==> src/rtl/eeg_input_writer.sv <==
// -----------------------------------------------------------------------------
// eeg_input_writer
//   Captures one EEG epoch of NUM_SAMPLES ADC samples and writes each converted
//   sample into the intermediate-result memory starting at BASE_ADDR.
//   Each sample is centred (offset-binary to two's complement), arithmetically
//   shifted right by ADC_SHIFT and reduced to a 9-bit signed word.
//
//   Optional feature macro: EEG_INPUT_SAT_EN
//     defined   : shifted sample saturates to [-256, 255]
//     undefined : shifted sample wraps to its low 9 bits
// -----------------------------------------------------------------------------
module eeg_input_writer #(
    parameter int unsigned BASE_ADDR   = 0,
    parameter int unsigned NUM_SAMPLES = 3840,
    parameter int unsigned ADC_SHIFT   = 5
) (
    input  logic        clk,
    input  logic        rst_n,
    input  logic        start,
    input  logic        adc_valid,
    input  logic [15:0] adc_data,
    output logic        adc_ready,
    output logic        mem_wr_en,
    output logic [15:0] mem_wr_addr,
    output logic [8:0]  mem_wr_data,
    input  logic        mem_wr_grant,
    output logic        busy,
    output logic        done,
    output logic [11:0] sample_cnt
);

    localparam logic [15:0] BASE_C = 16'(BASE_ADDR);
    localparam logic [11:0] NUM_C  = 12'(NUM_SAMPLES);

    typedef enum logic [1:0] {
        IDLE        = 2'd0,
        WAIT_SAMPLE = 2'd1,
        WRITE       = 2'd2,
        DONE        = 2'd3
    } state_t;

    state_t      state_q, state_d;
    logic        adc_ready_q, adc_ready_d;
    logic        mem_wr_en_q, mem_wr_en_d;
    logic        busy_q, busy_d;
    logic        done_q, done_d;
    logic [11:0] sample_cnt_q, sample_cnt_d;
    logic [15:0] wr_addr_q, wr_addr_d;
    logic [8:0]  wr_data_q, wr_data_d;

    logic signed [15:0] centred;
    logic [8:0]         conv_sample;
    logic [11:0]        cnt_inc;

    // Centre the offset-binary sample, shift it down and reduce it to 9 bits
    always_comb begin
        centred = {~adc_data[15], adc_data[14:0]};
`ifdef EEG_INPUT_SAT_EN
        begin
            logic signed [15:0] shifted;
            shifted = centred >>> ADC_SHIFT;
            if (shifted > 16'sd255) begin
                conv_sample = 9'h0FF;
            end else if (shifted < -16'sd256) begin
                conv_sample = 9'h100;
            end else begin
                conv_sample = shifted[8:0];
            end
        end
`else
        conv_sample = 9'(centred >>> ADC_SHIFT);
`endif
    end

    // Next-state and next-output logic; every output is derived from the next state
    always_comb begin
        state_d      = state_q;
        sample_cnt_d = sample_cnt_q;
        wr_addr_d    = wr_addr_q;
        wr_data_d    = wr_data_q;
        cnt_inc      = sample_cnt_q + 12'd1;

        unique case (state_q)
            IDLE: begin
                if (start) begin
                    sample_cnt_d = '0;
                    state_d      = WAIT_SAMPLE;
                end
            end
            WAIT_SAMPLE: begin
                if (adc_valid && adc_ready_q) begin
                    wr_data_d = conv_sample;
                    wr_addr_d = BASE_C + {4'b0000, sample_cnt_q};
                    state_d   = WRITE;
                end
            end
            WRITE: begin
                if (mem_wr_grant && mem_wr_en_q) begin
                    sample_cnt_d = cnt_inc;
                    state_d      = (cnt_inc == NUM_C) ? DONE : WAIT_SAMPLE;
                end
            end
            DONE: begin
                state_d = IDLE;
            end
            default: begin
                state_d = IDLE;
            end
        endcase

        adc_ready_d = (state_d == WAIT_SAMPLE);
        mem_wr_en_d = (state_d == WRITE);
        busy_d      = (state_d != IDLE);
        done_d      = (state_d == DONE);
    end

    // State and registered outputs; reset clears everything immediately
    always_ff @(posedge clk or negedge rst_n) begin
        if (!rst_n) begin
            state_q      <= IDLE;
            adc_ready_q  <= 1'b0;
            mem_wr_en_q  <= 1'b0;
            busy_q       <= 1'b0;
            done_q       <= 1'b0;
            sample_cnt_q <= '0;
            wr_addr_q    <= '0;
            wr_data_q    <= '0;
        end else begin
            state_q      <= state_d;
            adc_ready_q  <= adc_ready_d;
            mem_wr_en_q  <= mem_wr_en_d;
            busy_q       <= busy_d;
            done_q       <= done_d;
            sample_cnt_q <= sample_cnt_d;
            wr_addr_q    <= wr_addr_d;
            wr_data_q    <= wr_data_d;
        end
    end

    assign adc_ready   = adc_ready_q;
    assign mem_wr_en   = mem_wr_en_q;
    assign mem_wr_addr = wr_addr_q;
    assign mem_wr_data = wr_data_q;
    assign busy        = busy_q;
    assign done        = done_q;
    assign sample_cnt  = sample_cnt_q;

endmodule

==> config.mk <==
export PLATFORM = sky130hd
export DESIGN_NAME = eeg_input_writer
export DESIGN_NICKNAME = d
export VERILOG_FILES = /design/src/rtl/eeg_input_writer.sv
export SDC_FILE = /design/constraint.sdc
export NUM_CORES = 1
export LEC_CHECK = 0
export CORE_UTILIZATION = 46
export DETAILED_ROUTE_END_ITERATION = 10
export GPL_TIMING_DRIVEN = 0
export PLACE_DENSITY = 0.88
export SYNTH_ARGS = -nofsm -noshare
export SYNTH_HDL_FRONTEND = slang
export SYNTH_SLANG_ARGS = --single-unit
==> constraint.sdc <==
create_clock -name clk -period 2.1 [get_ports clk]
set_input_delay 0.42 -clock clk [delete_from_list [all_inputs] [get_ports clk]]
set_output_delay 0.42 -clock clk [all_outputs]
set_load 0.02 [all_outputs]
==> metrics.txt <==
unrepaired setup endpoints after global routing false; io pins 62; Clock power frac 20.2%; Initial Util 48.2%; Slew Viols, Final 0; crit path DAT 2.15 ns; CTS root buffer clkbuf_8; die width 66.8 um; fin area 2570 um^2; Worst-Skew Late Latency 0.29 ns; GP Congestion 0.809; Post-CTS Hold Fix Bufs 0; clock sinks 39; Seq/Total Area, Yosys 50.6%; Area Growth Syn to Fin 33.4%; Net Switching 751 uW; antenna violations before repair 0; CTS Buf Count 5; Finish-stage setup viols 0; relative slew slack 42.5%; Final min period 1.98 ns; R2R setup slack 0.12 ns; FF-to-FF End adc_ready$_DFF_PN0_; Die Ht 66.8 um; total wire length 3.89 mm; sequential power share 43.1%; crit path to adc_ready$_DFF_PN0_; max-cap violation count 0; Worst setup SP type flop; postcts setup bufs 0; first drt pass iteration count 4; htree depth 2; CP startpoint sample_cnt[0]$_DFFE_PN0P_; Syn Inst Count 175; syn avg cell area 11.0 um^2; Sw Share 32.7%; Yosys Warn Count 0; area post-placement 2500 um^2; Mapped Area 1930 um^2; CTS clk-pin slew, worst paths 0.07 ns; FF-to-FF Start sample_cnt[0]$_DFFE_PN0P_; achievable clock frequency 506 MHz; worst slew pin tran 0.863 ns; dpl cells 278; FF-to-FF path depth 6; busiest grt layer met2; post-route insts no fill 284; Vias per Instance 5.32; ANT nets after route 0; Worst Hold Slack 0.244 ns; # fillers 324; VDD IR max 0.000671 V; Antenna Cells 0; first-pass GRT wire length 6.46 mm; Min-Delay Path Class input pin to async pin; Yosys cell types 44; Final nets 258; share of layout cells above drive strength 1 21.4%; crit share post-route 94.2%; Pwr per Cell Area 893 nW/um^2; drt wl/cell 13.7 um; internal power 1.55 mW; pin count of the biggest net entering global routing 40; PortBufs 50; met1 Track Usage GR 26.1%; number of global-route vias before repair 1386; Synth area leader dfrtp_1; combinational power share 36.8%; Placeable Area 4000 um^2; status finished clean; Residual DRC 0; gr usage total 19.4%; initial DRC count 79; GR Layer Usage met2 30.7%; Synth top area share 50.6%; DPL Wire Length 2.74 mm; worst path required time 2.27 ns; Max clock buf depth 2; CTS tree done; Max FO, Critical Path 9; Seq cells post-synth 39; largest cells by area after synthesis dfrtp_1 51%, mux2_2 12%, nand2_1 3.9%; met3 GRT Util 4.97%; Fin. Hold Viols 0; Rows 23; die area 4460 um^2; GRT overflow 0; via count 1512; endpoint class of the critical path flop; kind of critical path flop to flop; clock skew 0.00461 ns; LEAKAGE 1.12 nW; total power 2.30 mW
[metrics by stage]
| step | setup slack (ns) | TNS, ns | util [%] |
|---|---|---|---|
| floorplan | 0.178 | 0 | - |
| global placement | -0.351 | -13.61 | 62.6 |
| detailed placement | 0.0397 | 0 | 62.5 |
| CTS | 0.0984 | 0 | 64.3 |
| global route | 0.0397 | 0 | 64.3 |
| finish | 0.122 | 0 | 64.3 |
[Yosys cell counts]
master / count
dfrtp_1: 39
mux2_2: 21
nand2_1: 20
o21ai_0: 12
nand3_1: 8
nor2_1: 8
buf_4: 5
buf_6: 5
a21oi_1: 4
nor3_1: 4
o31ai_1: 4
buf_2: 3
mux2i_1: 3
nand2b_1: 3
a21o_1: 2
and3_1: 2
ha_1: 2
inv_1: 2
nand4_1: 2
xnor2_1: 2
a21boi_0: 1
a311oi_2: 1
a31o_1: 1
and2_0: 1
and2b_1: 1
and3_2: 1
and3_4: 1
and3b_1: 1
and4_4: 1
buf_1: 1
clkbuf_1: 1
conb_1: 1
nand3_2: 1
nor2b_1: 1
nor3_2: 1
nor4_2: 1
o21a_1: 1
o21bai_1: 1
o22ai_1: 1
o2bb2ai_1: 1
o31a_1: 1
or2_2: 1
or2b_2: 1
or3_1: 1
[timing repair]
item                                   in CTS  in global routing
endpoints found under the hold margin       0                  0
setup endpoints to repair                   0                  1
resized for setup                           0                  1
[layer usage]
metal  wire length (um)  up-vias
li1                   -      726
met1               1680      738
met2               1950       45
met3                239        3
met4                 23        0
met5                  0        -
[power groups by stage]
stage	sequential, mW	clock [mW]	combinational [mW]
finish	0.989	0.463	0.844
global route	1.01	0.503	0.909
detailed placement	1.00	0	0.850
CTS	0.990	0.477	0.853
global placement	0.996	0	0.836
floorplan	1.16	0	0.313
[cell usage in the layout, fill, tap and decap left out, types with 5 or more instances in the layout]
cell type	n
clkbuf_8	5
nor2_1	8
clkdlybuf4s50_1	49
o21ai_0	12
nand3_1	8
mux2_2	21
buf_6	5
dfrtp_1	39
buf_4	5
nand2_1	20
[sequential cells by signal, indices dropped and copies added (netlist names)]
register and flops:
state_q 2, mem_wr_data 9, mem_wr_addr 12, mem_wr_en 1, done 1, adc_ready 1, busy 1, sample_cnt 12
[worst min path at each step]
| stage | slack (ns) | to | cells past startpoint | start |
|---|---|---|---|---|
| 2_1_floorplan | 0.12 | adc_ready$_DFF_PN0_ | 0 | rst_n |
| 3_3_place_gp | 0.49 | mem_wr_data[4]$_DFFE_PN0P_ | 1 | mem_wr_data[4]$_DFFE_PN0P_ |
| 3_5_place_dp | 0.49 | mem_wr_data[3]$_DFFE_PN0P_ | 1 | mem_wr_data[3]$_DFFE_PN0P_ |
| 4_1_cts | 0.29 | mem_wr_addr[5]$_DFFE_PN0P_ | 1 | rst_n |
| 5_1_grt | 0.33 | sample_cnt[2]$_DFFE_PN0P_ | 1 | rst_n |
| 6_report | 0.24 | sample_cnt[2]$_DFFE_PN0P_ | 1 | rst_n |
[logic make-up (layout without fill, tap and decap cells)]
group	count (synthesis)	in the layout	share of synthesized area [%]
and+or+nand+nor	60	60	16.7
other	1	4	0.194
adders and majority gates	2	2	1.30
DFF	39	39	50.6
AOI/OAI and AO/OA	30	30	10.1
xor gates and xnor gates	2	2	0.908
buffers and inverters	17	73	6.42
muxes	24	24	13.8
[worst max-delay path, stage by stage, from the launching register on]
cell and delay, ns:
dfrtp_1 0.50, ha_2 0.29, and4_4 0.25, nand3_1 0.08, o2bb2ai_1 0.18, or2_2 0.31, o31a_1 0.24
[area by class of cell]
cell class                      count  area, um^2  share of cell area, %
Buffer                             15         116                   4.52
Clock buffer                        6        72.6                   2.82
Inverter                            2        7.51                  0.292
Multi-Input combinational cell    122         843                   32.8
Sequential cell                    39         976                   37.9
Tap cell                           50        62.6                   2.43
Timing Repair Buffer               50         495                   19.3
(Power assumes the default switching activity.)
